### config.mk
export PLATFORM = sky130hd
export DESIGN_NAME = ex_mem_pipe
export DESIGN_NICKNAME = d
export VERILOG_FILES = /design/src/rtl/ex_mem_pkg.sv /design/src/rtl/ex_mem_slot.sv /design/src/rtl/ex_mem_pipe.sv
export SDC_FILE = /design/constraint.sdc
export NUM_CORES = 1
export LEC_CHECK = 0
export ABC_CLOCK_PERIOD_IN_PS = 7800
export BUFFER_PORTS_ARGS = -buffer_cell sky130_fd_sc_hd__buf_2
export CAP_MARGIN = 0
export CORE_ASPECT_RATIO = 0.7
export CORE_MARGIN = 2
export CORE_UTILIZATION = 57
export DETAILED_ROUTE_END_ITERATION = 6
export PLACE_DENSITY = 0.9
export SLEW_MARGIN = 40
export SYNTH_ARGS = -nofsm -noshare
export SYNTH_HDL_FRONTEND = slang
export SYNTH_SLANG_ARGS = --single-unit
### constraint.sdc
create_clock -name clk -period 7.8 [get_ports clk]
set_input_delay 1.56 -clock clk [delete_from_list [all_inputs] [get_ports clk]]
set_output_delay 1.56 -clock clk [all_outputs]
set_load 0.005 [all_outputs]
### src/rtl/ex_mem_pkg.sv
// ex_mem_pkg: shared definitions for the EX/MEM pipeline register.
//   - pipe_state_t : occupancy state of the two-entry elastic buffer
//   - MS_*         : funct3 memory access-size/sign codes
//   - fwd_ok()     : whether a head entry's result may be forwarded to EX
package ex_mem_pkg;

    typedef enum logic [1:0] {
        ST_EMPTY = 2'd0,
        ST_ONE   = 2'd1,
        ST_FULL  = 2'd2
    } pipe_state_t;

    localparam logic [2:0] MS_BYTE   = 3'b000;
    localparam logic [2:0] MS_HALF   = 3'b001;
    localparam logic [2:0] MS_WORD   = 3'b010;
    localparam logic [2:0] MS_BYTE_U = 3'b100;
    localparam logic [2:0] MS_HALF_U = 3'b101;

    // A load's value is not known until the memory returns data, so only
    // non-load register writes are forwardable from this stage.
    function automatic logic fwd_ok(input logic reg_write, input logic mem_re);
        return reg_write & ~mem_re;
    endfunction

endpackage

### src/rtl/ex_mem_slot.sv
// ex_mem_slot: one EX/MEM entry (data + control fields) with load enable.
// Ports:
//   clk, rst       : clock, asynchronous active-high reset (clears all fields)
//   i_load         : capture the i_* fields on the rising edge
//   i_* / o_*      : ALU result, store data, rd, control bits, size code
module ex_mem_slot
    import ex_mem_pkg::*;
#(
    parameter int D_WIDTH  = 32,
    parameter int RF_SIZE  = 5,
    parameter int MS_WIDTH = 3
) (
    input  logic                clk,
    input  logic                rst,
    input  logic                i_load,
    input  logic [D_WIDTH-1:0]  i_alu,
    input  logic [D_WIDTH-1:0]  i_rs2,
    input  logic [RF_SIZE-1:0]  i_rd,
    input  logic                i_reg_write,
    input  logic                i_mem_we,
    input  logic                i_mem_re,
    input  logic                i_mem_to_reg,
    input  logic [MS_WIDTH-1:0] i_mem_size,
    output logic [D_WIDTH-1:0]  o_alu,
    output logic [D_WIDTH-1:0]  o_rs2,
    output logic [RF_SIZE-1:0]  o_rd,
    output logic                o_reg_write,
    output logic                o_mem_we,
    output logic                o_mem_re,
    output logic                o_mem_to_reg,
    output logic [MS_WIDTH-1:0] o_mem_size
);

    always_ff @(posedge clk or posedge rst) begin
        if (rst) begin
            o_alu        <= '0;
            o_rs2        <= '0;
            o_rd         <= '0;
            o_reg_write  <= 1'b0;
            o_mem_we     <= 1'b0;
            o_mem_re     <= 1'b0;
            o_mem_to_reg <= 1'b0;
            o_mem_size   <= '0;
        end else if (i_load) begin
            o_alu        <= i_alu;
            o_rs2        <= i_rs2;
            o_rd         <= i_rd;
            o_reg_write  <= i_reg_write;
            o_mem_we     <= i_mem_we;
            o_mem_re     <= i_mem_re;
            o_mem_to_reg <= i_mem_to_reg;
            o_mem_size   <= i_mem_size;
        end
    end

endmodule

### src/rtl/ex_mem_pipe.sv
// ex_mem_pipe: EX/MEM pipeline register as a 2-entry elastic buffer
// (main + skid) with valid/ready handshakes on both sides.
// Ports:
//   clk, rst                 : clock, asynchronous active-high reset
//   flush                    : drop every held entry (and a same-cycle accept)
//   in_valid / in_ready      : EX-side handshake
//   *_ex                     : instruction fields from EX
//   out_valid / out_ready    : MEM-side handshake
//   *_mem                    : head entry, control bits gated by out_valid
//   fwd_valid/fwd_rd/fwd_val : EX forwarding from the head entry
// in_ready/out_valid come straight from the state register, so there is no
// combinational path from either input handshake to the other side.
module ex_mem_pipe
    import ex_mem_pkg::*;
#(
    parameter int D_WIDTH  = 32,
    parameter int RF_SIZE  = 5,
    parameter int MS_WIDTH = 3
) (
    input  logic                clk,
    input  logic                rst,
    input  logic                flush,
    input  logic                in_valid,
    output logic                in_ready,
    input  logic [D_WIDTH-1:0]  alu_out_ex,
    input  logic [D_WIDTH-1:0]  rs2_val_ex,
    input  logic [RF_SIZE-1:0]  rd_ex,
    input  logic                reg_write_ex,
    input  logic                mem_we_ex,
    input  logic                mem_re_ex,
    input  logic                mem_to_reg_ex,
    input  logic [MS_WIDTH-1:0] mem_size_ex,
    output logic                out_valid,
    input  logic                out_ready,
    output logic [D_WIDTH-1:0]  alu_out_mem,
    output logic [D_WIDTH-1:0]  rs2_val_mem,
    output logic [RF_SIZE-1:0]  rd_mem,
    output logic                reg_write_mem,
    output logic                mem_we_mem,
    output logic                mem_re_mem,
    output logic                mem_to_reg_mem,
    output logic [MS_WIDTH-1:0] mem_size_mem,
    output logic                fwd_valid,
    output logic [RF_SIZE-1:0]  fwd_rd,
    output logic [D_WIDTH-1:0]  fwd_val
);

    pipe_state_t r_state;
    pipe_state_t w_state_nxt;

    logic w_accept;
    logic w_consume;
    logic w_load_main;
    logic w_load_skid;
    logic w_main_from_skid;
    logic w_in_reg_write;

    // Skid slot outputs
    logic [D_WIDTH-1:0]  w_sk_alu;
    logic [D_WIDTH-1:0]  w_sk_rs2;
    logic [RF_SIZE-1:0]  w_sk_rd;
    logic                w_sk_rw;
    logic                w_sk_we;
    logic                w_sk_re;
    logic                w_sk_m2r;
    logic [MS_WIDTH-1:0] w_sk_size;

    // Main slot inputs (muxed between EX and skid)
    logic [D_WIDTH-1:0]  w_mn_alu;
    logic [D_WIDTH-1:0]  w_mn_rs2;
    logic [RF_SIZE-1:0]  w_mn_rd;
    logic                w_mn_rw;
    logic                w_mn_we;
    logic                w_mn_re;
    logic                w_mn_m2r;
    logic [MS_WIDTH-1:0] w_mn_size;

    // Main slot outputs (ungated)
    logic                w_hd_rw;
    logic                w_hd_we;
    logic                w_hd_re;
    logic                w_hd_m2r;

    assign in_ready  = (r_state != ST_FULL);
    assign out_valid = (r_state != ST_EMPTY);
    assign w_accept  = in_valid & in_ready;
    assign w_consume = out_valid & out_ready;

    // x0 is hardwired zero, so a write to it is dropped at capture.
    assign w_in_reg_write = reg_write_ex & (rd_ex != '0);

    always_ff @(posedge clk or posedge rst) begin
        if (rst) begin
            r_state <= ST_EMPTY;
        end else begin
            r_state <= w_state_nxt;
        end
    end

    always_comb begin
        w_state_nxt      = r_state;
        w_load_main      = 1'b0;
        w_load_skid      = 1'b0;
        w_main_from_skid = 1'b0;
        unique case (r_state)
            ST_EMPTY: begin
                if (w_accept) begin
                    w_state_nxt = ST_ONE;
                    w_load_main = 1'b1;
                end
            end
            ST_ONE: begin
                if (w_accept && w_consume) begin
                    w_load_main = 1'b1;
                end else if (w_accept) begin
                    w_state_nxt = ST_FULL;
                    w_load_skid = 1'b1;
                end else if (w_consume) begin
                    w_state_nxt = ST_EMPTY;
                end
            end
            ST_FULL: begin
                if (w_consume) begin
                    w_state_nxt      = ST_ONE;
                    w_load_main      = 1'b1;
                    w_main_from_skid = 1'b1;
                end
            end
            default: w_state_nxt = ST_EMPTY;
        endcase
        if (flush) begin
            w_state_nxt = ST_EMPTY;
            w_load_main = 1'b0;
            w_load_skid = 1'b0;
        end
    end

    assign w_mn_alu  = w_main_from_skid ? w_sk_alu  : alu_out_ex;
    assign w_mn_rs2  = w_main_from_skid ? w_sk_rs2  : rs2_val_ex;
    assign w_mn_rd   = w_main_from_skid ? w_sk_rd   : rd_ex;
    assign w_mn_rw   = w_main_from_skid ? w_sk_rw   : w_in_reg_write;
    assign w_mn_we   = w_main_from_skid ? w_sk_we   : mem_we_ex;
    assign w_mn_re   = w_main_from_skid ? w_sk_re   : mem_re_ex;
    assign w_mn_m2r  = w_main_from_skid ? w_sk_m2r  : mem_to_reg_ex;
    assign w_mn_size = w_main_from_skid ? w_sk_size : mem_size_ex;

    ex_mem_slot #(
        .D_WIDTH (D_WIDTH),
        .RF_SIZE (RF_SIZE),
        .MS_WIDTH(MS_WIDTH)
    ) u_skid (
        .clk         (clk),
        .rst         (rst),
        .i_load      (w_load_skid),
        .i_alu       (alu_out_ex),
        .i_rs2       (rs2_val_ex),
        .i_rd        (rd_ex),
        .i_reg_write (w_in_reg_write),
        .i_mem_we    (mem_we_ex),
        .i_mem_re    (mem_re_ex),
        .i_mem_to_reg(mem_to_reg_ex),
        .i_mem_size  (mem_size_ex),
        .o_alu       (w_sk_alu),
        .o_rs2       (w_sk_rs2),
        .o_rd        (w_sk_rd),
        .o_reg_write (w_sk_rw),
        .o_mem_we    (w_sk_we),
        .o_mem_re    (w_sk_re),
        .o_mem_to_reg(w_sk_m2r),
        .o_mem_size  (w_sk_size)
    );

    ex_mem_slot #(
        .D_WIDTH (D_WIDTH),
        .RF_SIZE (RF_SIZE),
        .MS_WIDTH(MS_WIDTH)
    ) u_main (
        .clk         (clk),
        .rst         (rst),
        .i_load      (w_load_main),
        .i_alu       (w_mn_alu),
        .i_rs2       (w_mn_rs2),
        .i_rd        (w_mn_rd),
        .i_reg_write (w_mn_rw),
        .i_mem_we    (w_mn_we),
        .i_mem_re    (w_mn_re),
        .i_mem_to_reg(w_mn_m2r),
        .i_mem_size  (w_mn_size),
        .o_alu       (alu_out_mem),
        .o_rs2       (rs2_val_mem),
        .o_rd        (rd_mem),
        .o_reg_write (w_hd_rw),
        .o_mem_we    (w_hd_we),
        .o_mem_re    (w_hd_re),
        .o_mem_to_reg(w_hd_m2r),
        .o_mem_size  (mem_size_mem)
    );

    assign reg_write_mem  = out_valid & w_hd_rw;
    assign mem_we_mem     = out_valid & w_hd_we;
    assign mem_re_mem     = out_valid & w_hd_re;
    assign mem_to_reg_mem = out_valid & w_hd_m2r;

    assign fwd_valid = out_valid & fwd_ok(w_hd_rw, w_hd_re);
    assign fwd_rd    = rd_mem;
    assign fwd_val   = alu_out_mem;

endmodule

### After elaboration in Yosys (flattened, before gate mapping)

Index checks and enable logic that the tools add are counted.

* equality and inequality tests: 7
* add/subtract/negate cells: 0
* $lt $le $gt $ge: 0
* bitwise logic cells: 10
* div/mod/pow operators: 0
* mux-type cells: 24
* $mul: 0
* reduce and logical (&&, ||, !) cells: 5
* shift-type cells: 0

Operator list (count)
* $mux 32: 2
* $mux 1: 12
* $mux 2: 6
* $and 1x1->1: 9
* $ne 3x3->1 const B: 3
* $pmux 2 s3: 1
* $mux 5: 1
* $reduce_bool 5->1: 1
* $ne 4x4->1 const B: 1
* $reduce_and 4->1: 1
* $mux 3: 1
* $pmux 1 s3: 1
* $eq 2x1->1 const B: 1
* $eq 2x2->1 const B: 1
* $logic_not 2->1: 1
* $ne 2x2->1 const B: 1
* $reduce_bool 2->1: 1
* $logic_and 1x1->1: 1
* $not 1->1: 1

* logic and storage cells: 63
* bits in writable memories: 0
* input bits: 81
* register bits after elaboration: 154
* latch bits: 0
* memory bits (read-only): 0
* memories kept: 0
* output and inout bits: 116

### Logic depth before layout (Yosys ltp)

Gate-level depths: netlist of the first run.

* word-level depth: 7
* mapped depth: 6
* gate-level depth less buffers: 4

### By module

From an unflattened synthesis of the first run, not the netlist that was laid out.

* cell total of the unflattened synthesis: 469
* area total of the unflattened synthesis: 7358.3 um^2

Modules (own cells, without submodules)
* ex_mem_slot: cells an instance 161, area each 2979.1 um^2, times used 2, seq. area each 1901.8 um^2
* ex_mem_pipe: cells an instance 147, area each 1400.1 um^2, times used 1, seq. area each 50.0 um^2

### Worst setup path before layout of the first run

OpenSTA, ideal clock, no wires.

* path kind: input port to flip-flop
* start: input in_valid
* end: register u_main.o_rs2[28]
* setup time: 0.127 ns
* required time: 7.673 ns
* path buffers: 2
* stages: 6
* slack: 4.991 ns
* arrival: 2.681 ns
* path through: nor2b_1 > o21ai_1 > a21oi_2 > buf_6 > buf_12 > mux2_1

* word-level cells in the longest chain between the ends: 5
* elaborated cells on any way between the ends: 6
* those cells by class: mux: 4; bitwise: 1; reduce/logical: 1

RTL lines
* start, declared: line ex_mem_pipe.sv:23 `input logic in_valid,`
* $and 1x1->1 (*): line ex_mem_pipe.sv:86 `assign w_accept = in_valid & in_ready;`
* $logic_and 1x1->1: line ex_mem_pipe.sv:113 `if (w_accept && w_consume) begin`
* $mux 1: line ex_mem_pipe.sv:113
* $pmux 1 s3 (*): line ex_mem_pipe.sv:105 `unique case (r_state)`
* $mux 1 (*): line ex_mem_pipe.sv:131 `if (flush) begin`
* end signal, assigned: line ex_mem_slot.sv:46 `o_rs2 <= i_rs2;`
* end, declared: line ex_mem_slot.sv:25 `output logic [D_WIDTH-1:0] o_rs2,`

Every way passes the cells marked *; elsewhere a longest branch is shown, timed or not.
A chain may end at the register's enable or synchronous reset.

### Final worst setup path of the first run

* start: input in_valid
* end: register u_main.o_rd[2]

* word-level cells in the longest chain between the ends: 5
* elaborated cells on any way between the ends: 6
* those cells by class: mux: 4; bitwise: 1; reduce/logical: 1

RTL lines
* $and 1x1->1 (*): line ex_mem_pipe.sv:86
* $logic_and 1x1->1: line ex_mem_pipe.sv:113
* $mux 1: line ex_mem_pipe.sv:113
* $pmux 1 s3 (*): line ex_mem_pipe.sv:105
* $mux 1 (*): line ex_mem_pipe.sv:131
* end signal, assigned: line ex_mem_slot.sv:47 `o_rd <= i_rd;`
* end, declared: line ex_mem_slot.sv:26 `output logic [RF_SIZE-1:0] o_rd,`

Marks and branches as above.

==> results of run 1 <==
## where the power goes
group / switching [mW] / internal (mW) / total, mW
clock network: 0.333 / 0.516 / 0.849
registers: 0.115 / 0.992 / 1.11
logic: 0.167 / 0.296 / 0.464
## metrics by stage
stage / setup WS (ns) / utilization (%) / power [mW]
after floorplan: 2.09 / - / 1.43
after global placement: 3.41 / 64.8 / 1.54
after detailed placement: 3.82 / 65.4 / 1.59
after CTS: 4.26 / 70.2 / 2.44
after global routing: 4.09 / 70.2 / 2.54
final: 4.23 / 70.2 / 2.42
## cells by family (layout without fill, tap and decap cells)
family | after synthesis | count (layout) | synth area share (%)
buffers and inverters | 65 | 239 | 7.03
and+or+nand+nor | 17 | 17 | 1.44
DFF | 154 | 154 | 52.3
muxes | 227 | 227 | 38.7
AOI/OAI and AO/OA | 7 | 7 | 0.560
## worst max-delay path by stage
| stage | startpoint | end | slack [ns] | cells past startpoint |
|---|---|---|---|---|
| floorplan | rst | r_state[0]$_DFFE_PP0P_ | 2.09 | 1 |
| global route | in_valid | u_main.o_rd[1]$_DFFE_PP0P_ | 4.09 | 8 |
| global placement | in_valid | u_main.o_rd[4]$_DFFE_PP0P_ | 3.41 | 6 |
| detailed placement | in_valid | u_main.o_rs2[31]$_DFFE_PP0P_ | 3.82 | 8 |
| CTS | in_valid | u_main.o_rd[2]$_DFFE_PP0P_ | 4.26 | 8 |
| finish | in_valid | u_main.o_rd[2]$_DFFE_PP0P_ | 4.23 | 8 |
## Yosys cell counts, types with 2 or more instances
| cell type | number |
|---|---|
| mux2_4 | 78 |
| a21oi_1 | 2 |
| buf_6 | 6 |
| inv_1 | 4 |
| mux2_2 | 147 |
| buf_4 | 40 |
| nor2_1 | 2 |
| nand2_1 | 2 |
| dfrtp_1 | 154 |
| nor2b_1 | 5 |
| o21ai_0 | 2 |
| buf_2 | 11 |
| and2b_1 | 2 |
| buf_12 | 4 |
## cell type report
class | instances | share of cell area, %
well taps | 162 | 2.31
clock buffers | 20 | 5.08
repair buffers | 203 | 12.3
flip-flops and latches | 154 | 43.9
inverters | 4 | 0.228
multi-input cells | 251 | 34.4
clock inverters | 12 | 1.85
## per-layer routing
metal / wire, um / vias to the layer above / global-route usage [%]
li1: - / 1950 / -
met1: 6250 / 2178 / 28.1
met2: 7040 / 148 / 36.7
met3: 957 / 13 / 6.50
met4: 121 / 0 / 5.85
met5: 0 / - / 0
## layout by cell type (no fill, tap or decap)
cell type	count
clkbuf_8	2
o21ai_1	1
nor3_1	1
dfrtp_1	154
nand2_1	2
mux2_1	1
a21oi_1	2
buf_8	2
nand3_4	1
buf_4	2
nand2_4	1
o21ai_0	2
mux2_2	147
nor2b_1	5
mux2i_1	1
or4_1	1
clkinvlp_4	5
inv_1	3
inv_6	5
clkbuf_1	2
mux2_4	78
clkbuf_16	17
and2b_1	2
a21oi_4	1
buf_2	196
buf_12	2
o21bai_1	1
nor2_1	2
nor3b_1	1
bufinv_16	3
nor2b_4	1
==> flow_metrics.env, run 1 <==
export IMPL_synth_area_leaders="dfrtp_1, mux2_2, mux2_4"
export IMPL_hold_violations=0
export IMPL_diodes=0
export IMPL_cts_num_sinks=154
export IMPL_power_density_nw_per_um2=275
export IMPL_tns_ns=0
export IMPL_synthToLayoutAreaGrowth_pct=19.3
export IMPL_cp_arrival_ns=3.86
export IMPL_pin_count=197
export IMPL_postCtsHoldBufs=0
export IMPL_multi_input_area_um2=3020
export IMPL_seq_area_um2=3850
export IMPL_r2r_setup_slack_ns=5.00
export IMPL_setup_viol=0
export IMPL_hold_path_end="u_skid.o_mem_size[1]$_DFFE_PP0P_"
export IMPL_start_util_pct=58.9
export IMPL_vias=4289
export IMPL_dpl_hpwl_mm=9.84
export IMPL_avgRoutedWirePerCell_um=17.8
export IMPL_hold_path_class="register to register"
export IMPL_grt_pass1_vias=4636
export IMPL_cts_setup_buffers=0
export IMPL_viasPerCell=5.32
export IMPL_ys_warn_count=0
export IMPL_drc=0
export IMPL_clockBufferDepth=2
export IMPL_finalMaxSlewViolations=0
export IMPL_critPathKind="primary input to register"
export IMPL_grt_ovfl_total=0
export IMPL_p_leak_nw=4.37
export IMPL_fp_dieW_um=140
export IMPL_layout_drive_gt1_share_pct=71.9
export IMPL_synthCells=470
export IMPL_path_cells="buf_2, nor2b_1, o21ai_1, a21oi_4, buf_8, buf_8, buf_4, mux2_2"
export IMPL_drtIter0Drc=103
export IMPL_reg2reg_from="r_state[0]$_DFFE_PP0P_"
export IMPL_htreeDepth=4
export IMPL_status="finished clean"
export IMPL_place_congestion=0.766
export IMPL_place_area_um2=8170
export IMPL_synth_top_flop_cell="dfrtp_1"
export IMPL_reg2reg_depth=7
export IMPL_worst_path_buf_inv=4
export IMPL_cts_made_buffers=17
export IMPL_crit_path_max_incr_delay_ns=0.65
export IMPL_yosysTopAreaCellShare_pct=52.3
export IMPL_grt_max_degree=89
export IMPL_finalNonFillerCells=806
export IMPL_cp_top_family="buffers and inverters"
export IMPL_cp_end_kind="register"
export IMPL_finalCritPeriodShare_pct=45.8
export IMPL_syn_nets=551
export IMPL_grt_pass1_wl_mm=23.9
export IMPL_max_freq_mhz=280
export IMPL_fin_skew_ns=0.00593
export IMPL_path_clk_slew_ns=0.06
export IMPL_portBuffers=196
export IMPL_synth_top_area_cell="dfrtp_1"
export IMPL_critical_path_max_fanout=45
export IMPL_nNetsFinal=712
export IMPL_whs_path_depth=1
export IMPL_cts_root_buf="clkbuf_16"
export IMPL_insertion_delay_ns=0.41
export IMPL_synthDistinctLibCells=25
export IMPL_worstMarginPinSlew_ns=0.778
export IMPL_peakVddDrop_v=0.000179
export IMPL_dp_cells=774
export IMPL_syn_mean_instance_area_um2=15.7
export IMPL_synth_area_um2=7370
export IMPL_worstReg2RegEnd="u_main.o_rd[2]$_DFFE_PP0P_"
export IMPL_coreArea_um2=12500
export IMPL_fp_dieH_um=99.1
export IMPL_rsz0062_at_grt="no"
export IMPL_yosysSeqAreaShare_pct=52.3
export IMPL_holdWs_ns=0.503
export IMPL_crit_path_frequent_cell="buf_8"
export IMPL_fin_crit_ns=3.57
export IMPL_drt_first_pass_iters=5
export IMPL_ctsResizeCount=0
export IMPL_rows=34
export IMPL_ys_seq_elements=154
export IMPL_hold_start="u_skid.o_mem_size[1]$_DFFE_PP0P_"
export IMPL_tritoncts="yes"
export IMPL_required_ns=8.09
export IMPL_ant_nets=0
export IMPL_fill_cells=844
export IMPL_synth_edf_count=0
export IMPL_cpMaxStageDelayCell="buf_4"
export IMPL_cp_start_kind="primary input"
export IMPL_drv_cap=0
export IMPL_fin_area_um2=8790
export IMPL_antenna_found_initial=1
export IMPL_max_slew_margin_rel_pct=48.1
export IMPL_die_area_um2=13900
export IMPL_route_final_wire_length_mm=14.4
export IMPL_synthArstFlopShare_pct=100
export IMPL_track_usage_pct=21.8
No activity file was read; power rests on OpenSTA's default activity.
==> run 2, diff against run 1 <==
- ABC_AREA: not set -> 1
- ABC_CLOCK_PERIOD_IN_PS: 7800 -> 3500
- CORE_UTILIZATION: 57 -> 53
- PLACE_DENSITY: 0.9 -> 0.84
- clock period: 7.8 -> 3.5 ns (I/O delays scaled with it)
==> flow_metrics.env, run 2 <==
export IMPL_yosysSeqAreaShare_pct=51.5
export IMPL_fp_dieH_um=103
export IMPL_route_final_wire_length_mm=18.6
export IMPL_postCtsHoldBufs=0
export IMPL_max_freq_mhz=481
export IMPL_power_density_nw_per_um2=702
export IMPL_pin_count=197
export IMPL_switchingPower_mw=1.98
export IMPL_synthAdderAreaFrac_pct=0
export IMPL_clockBufferDepth=2
export IMPL_drc=0
export IMPL_portBuffers=196
export IMPL_cp_top_family="flip-flops"
export IMPL_use_met3_pct=4.21
export IMPL_required_ns=2.80
export IMPL_hold_violations=0
export IMPL_cts_setup_buffers=0
export IMPL_coreArea_um2=13900
export IMPL_p_clk_share_pct=30.3
export IMPL_cp_start_kind="register"
export IMPL_synthXorXnorAreaFrac_pct=0
export IMPL_peakVddDrop_v=0.000366
export IMPL_viasPerCell=5.14
export IMPL_start_util_pct=53.9
export IMPL_synth_top_family_by_area="simple AND/OR/NAND/NOR gates"
export IMPL_synthArstFlopShare_pct=100
export IMPL_critPathKind="register to output port"
export IMPL_fin_skew_ns=0.00923
export IMPL_synth_commonest_cells="nand2_1, nor2_1, dfrtp_1, nand3_1, a21oi_1"
export IMPL_syn_mean_instance_area_um2=7.59
export IMPL_synth_top_area_cell="dfrtp_1"
export IMPL_path_cells="nor2_4, inv_2, buf_2"
export IMPL_hold_path_class="primary input to asynchronous set/reset pin"
export IMPL_grtUsageMet2_pct=39.2
export IMPL_finalMaxSlewViolations=0
export IMPL_yosysTopAreaCellShare_pct=51.5
export IMPL_ys_warn_count=0
export IMPL_worstMarginPinSlew_ns=0.806
export IMPL_synthDistinctLibCells=20
export IMPL_layout_drive_gt1_share_pct=22.3
export IMPL_synth_area_leaders="dfrtp_1, nand2_1, nor2_1"
export IMPL_grt_max_degree=80
export IMPL_cts_made_buffers=17
export IMPL_synthCells=986
export IMPL_yosys_area_share_simple_pct=34.0
export IMPL_grt_pass1_vias=5905
export IMPL_rows=36
export IMPL_nNetsFinal=1193
export IMPL_cp_end_kind="output port"
export IMPL_ant_nets=0
export IMPL_synth_most_common_cell="nand2_1"
export IMPL_vias=6754
export IMPL_critical_path_max_fanout=7
export IMPL_worst_path_buf_inv=2
export IMPL_use_met1_pct=36.0
export IMPL_setup_viol=0
export IMPL_p_comb_share_pct=24.1
export IMPL_drt_first_pass_iters=5
export IMPL_avgRoutedWirePerCell_um=14.1
export IMPL_place_congestion=0.860
export IMPL_cpMaxStageDelayCell="dfrtp_1"
export IMPL_synth_edf_count=0
export IMPL_busiest_layer="met2"
export IMPL_p_leak_nw=4.72
export IMPL_synthToLayoutAreaGrowth_pct=18.0
export IMPL_seqPwrFrac_pct=45.6
export IMPL_path_clk_slew_ns=0.06
export IMPL_synth_top_flop_cell="dfrtp_1"
export IMPL_cts_num_sinks=154
export IMPL_drtIter0Drc=520
export IMPL_syn_nets=1067
export IMPL_dpl_hpwl_mm=11.3
export IMPL_final_common_cell="nand2_1"
export IMPL_synth_area_um2=7480
export IMPL_rsz0062_at_grt="no"
export IMPL_tns_ns=0
export IMPL_antenna_found_initial=1
export IMPL_die_area_um2=15100
export IMPL_fp_dieW_um=146
export IMPL_finalCritPeriodShare_pct=59.4
export IMPL_insertion_delay_ns=0.42
export IMPL_layout_common_cells="nand2_1, buf_2, nor2_1"
export IMPL_track_usage_pct=24.9
export IMPL_ys_seq_elements=154
export IMPL_htreeDepth=4
export IMPL_diodes=0
export IMPL_synth_compound_area_share_pct=5.25
export IMPL_holdWs_ns=0.355
export IMPL_fin_crit_ns=2.08
export IMPL_ctsResizeCount=0
export IMPL_cts_root_buf="clkbuf_16"
export IMPL_p_sw_share_pct=32.0
export IMPL_synthMuxAreaShare_pct=0
export IMPL_internal_power_mw=4.21
export IMPL_tritoncts="yes"
export IMPL_cp_arrival_ns=1.38
export IMPL_status="finished clean"
export IMPL_crit_path_max_incr_delay_ns=0.50
export IMPL_drv_cap=0
export IMPL_grt_ovfl_total=0
export IMPL_grt_pass1_wl_mm=30.0
export IMPL_max_slew_margin_rel_pct=46.3
## run 2: cell types whose count changed in the layout (fill, tap and decap cells not counted), moves of 4 or more
cell and delta:
nand2_1 +395, nor2_1 +154, mux2_2 -147, nand3_1 +80, mux2_4 -78, a21oi_1 +70
inv_2 +5, nor2b_1 -5, inv_1 +4, nand2_2 +4
## run 2: metal layers
metal,vias up,routed length [um]
met5,-,11
li1,3308,-
met2,286,8610
met1,3140,8310
met3,18,1500
met4,2,175
## run 2: logic make-up after synthesis
logic type | Yosys count
buffers and inverters | 113
AND/OR/NAND/NOR | 642
flip-flops | 154
AO/OA/AOI/OAI | 77
## run 2: final timing paths
kind	depth (start not counted)	from	slack (ns)	to
min	2	rst	0.36	u_main.o_alu[10]$_DFFE_PP0P_
min in group clk	2	u_skid.o_alu[13]$_DFFE_PP0P_	0.47	u_skid.o_alu[13]$_DFFE_PP0P_
max reg2reg	6	r_state[1]$_DFFE_PP0P_	1.45	u_skid.o_alu[19]$_DFFE_PP0P_
max in group asynchronous	3	rst	2.40	u_skid.o_rd[2]$_DFFE_PP0P_
max	3	r_state[1]$_DFFE_PP0P_	1.42	out_valid
min reg2reg	2	u_skid.o_alu[13]$_DFFE_PP0P_	0.47	u_skid.o_alu[13]$_DFFE_PP0P_
## run 2: per-stage QoR
| step | total power [mW] | util [%] | cell area (um^2) | worst slack, ns | instances |
|---|---|---|---|---|---|
| 5_1_grt | 6.61 | 63.6 | 8820 | 1.34 | 1315 |
| 4_1_cts | 6.23 | 63.6 | 8820 | 1.39 | 1315 |
| 6_report | 6.19 | 63.6 | 8820 | 1.42 | 1315 |
| 3_3_place_gp | 4.28 | 59.3 | 8220 | 1.22 | 1283 |
| 2_1_floorplan | 3.84 | - | 7480 | 0.855 | 986 |
| 3_5_place_dp | 4.34 | 59.3 | 8220 | 1.20 | 1283 |
## run 2: area by class of cell
cell class / instances / area, um^2
timing repair buffer: 207 / 1130
multi-input combinational: 719 / 2950
inverter: 13 / 52.6
tap: 190 / 238
clock buffer: 19 / 433
clock inverter: 13 / 168
sequential: 154 / 3850
fill: 1213 / 5050
## run 2: power groups by stage
stage / Sequential (mW) / Clock, mW / Combinational, mW
finish: 2.82 / 1.88 / 1.49
detailed placement: 2.83 / 0 / 1.51
floorplan: 2.80 / 0 / 1.04
global placement: 2.81 / 0 / 1.46
global route: 2.91 / 1.99 / 1.72
CTS: 2.81 / 1.91 / 1.51
==> run 3, diff against run 2 <==
- ABC_CLOCK_PERIOD_IN_PS: 3500 -> 2100
- clock period: 3.5 -> 2.1 ns (I/O delays scaled with it)
==> flow_metrics.env, run 3 (synthesized netlist as in run 2, its figures left out) <==
export IMPL_antenna_found_initial=1
export IMPL_cts_setup_buffers=0
export IMPL_critical_path_max_fanout=7
export IMPL_fin_crit_ns=1.85
export IMPL_max_slew_margin_rel_pct=64.9
export IMPL_viasPerCell=5.13
export IMPL_finalMaxSlewViolations=0
export IMPL_grt_pass1_wl_mm=30.2
export IMPL_ant_nets=0
export IMPL_max_freq_mhz=540
export IMPL_grt_pass1_vias=5976
export IMPL_clockBufferDepth=2
export IMPL_rsz0062_at_grt="no"
export IMPL_cp_end_kind="output port"
export IMPL_cts_root_buf="clkbuf_16"
export IMPL_drv_cap=0
export IMPL_drc=0
export IMPL_fin_skew_ns=0.0100
export IMPL_final_common_cell="nand2_1"
export IMPL_postCtsHoldBufs=0
export IMPL_layout_common_cells="nand2_1, buf_2, nor2_1"
export IMPL_fp_dieH_um=103
export IMPL_track_usage_pct=25.0
export IMPL_avgRoutedWirePerCell_um=14.0
export IMPL_place_congestion=0.815
export IMPL_grt_max_degree=95
export IMPL_power_density_nw_per_um2=1180
export IMPL_cp_arrival_ns=1.43
export IMPL_worstMarginPinSlew_ns=0.526
export IMPL_drtIter0Drc=560
export IMPL_layout_drive_gt1_share_pct=22.6
export IMPL_vias=6767
export IMPL_grt_ovfl_total=0
export IMPL_crit_path_start="r_state[1]$_DFFE_PP0P_"
export IMPL_ctsResizeCount=0
export IMPL_holdWs_ns=0.127
export IMPL_portBuffers=196
export IMPL_critPathKind="register to output port"
export IMPL_drt_first_pass_iters=5
export IMPL_rows=36
export IMPL_nNetsFinal=1199
export IMPL_cp_start_kind="register"
export IMPL_peakVddDrop_v=0.000621
export IMPL_insertion_delay_ns=0.40
export IMPL_hold_violations=0
export IMPL_htreeDepth=4
export IMPL_setup_viol=0
export IMPL_start_util_pct=53.9
export IMPL_tns_ns=0
export IMPL_required_ns=1.68
export IMPL_diodes=0
export IMPL_hold_path_class="primary input to asynchronous set/reset pin"
export IMPL_totalPowerFinal_mw=10.5
export IMPL_status="finished clean"
export IMPL_pin_count=197
export IMPL_cts_made_buffers=17
export IMPL_route_final_wire_length_mm=18.5
export IMPL_p_leak_nw=4.76
export IMPL_path_clk_slew_ns=0.06
export IMPL_cts_num_sinks=154
export IMPL_coreArea_um2=13900
export IMPL_fp_dieW_um=146
export IMPL_reg2reg_from="r_state[1]$_DFFE_PP0P_"
export IMPL_finalCritPeriodShare_pct=88.2
export IMPL_die_area_um2=15100
export IMPL_synthToLayoutAreaGrowth_pct=19.0
export IMPL_dpl_hpwl_mm=11.7
export IMPL_tritoncts="yes"
[run 3: area by class of cell]
type	count	area, um^2
Fill cell	1214	4970
Sequential cell	154	3850
Multi-Input combinational cell	719	2950
Timing Repair Buffer	213	1170
Clock buffer	20	447
Tap cell	190	238
Clock inverter	10	191
Inverter	13	52.6
[run 3: critical path, stage by stage (launching register included)]
cell	delay (ns)
dfrtp_1	0.54
nor2_4	0.11
nor3_1	0.22
buf_2	0.17
[run 3: final timing paths]
| path | to | slack [ns] | cells after the start |
|---|---|---|---|
| min | u_main.o_alu[19]$_DFFE_PP0P_ | 0.13 | 3 |
| max | fwd_valid | 0.25 | 3 |
| min reg2reg | u_skid.o_alu[22]$_DFFE_PP0P_ | 0.47 | 2 |
| max in group asynchronous | u_main.o_rs2[21]$_DFFE_PP0P_ | 1.49 | 3 |
| min in group clk | u_skid.o_rs2[9]$_DFFE_PP0P_ | 0.26 | 3 |
| max reg2reg | u_skid.o_reg_write$_DFFE_PP0P_ | 0.49 | 6 |
[run 3: where the power goes]
group	leakage (nW)	switching, mW	internal (mW)	total (mW)
Combinational	2.64	1.41	1.09	2.50
Sequential	1.81	0.650	4.06	4.71
Clock	0.303	1.17	2.14	3.31
[run 3: per-layer routing]
layer  global-route usage, %  part of all wire (%)  up-vias
met3                    4.61                   6.9       26
met2                    39.3                    45      262
met4                    7.99                   1.7        2
met1                    36.0                    46     3164
li1                        -                     -     3313
met5                       0                 0.070        -
[run 3: metrics by stage]
step	util, %	std cells	setup slack, ns	instance area [um^2]
3_3_place_gp	59.6	1289	0.493	8270
4_1_cts	64.2	1319	0.229	8900
2_1_floorplan	-	986	-0.265	7480
5_1_grt	64.2	1319	0.148	8900
3_5_place_dp	59.6	1289	0.445	8270
6_report	64.2	1319	0.249	8900
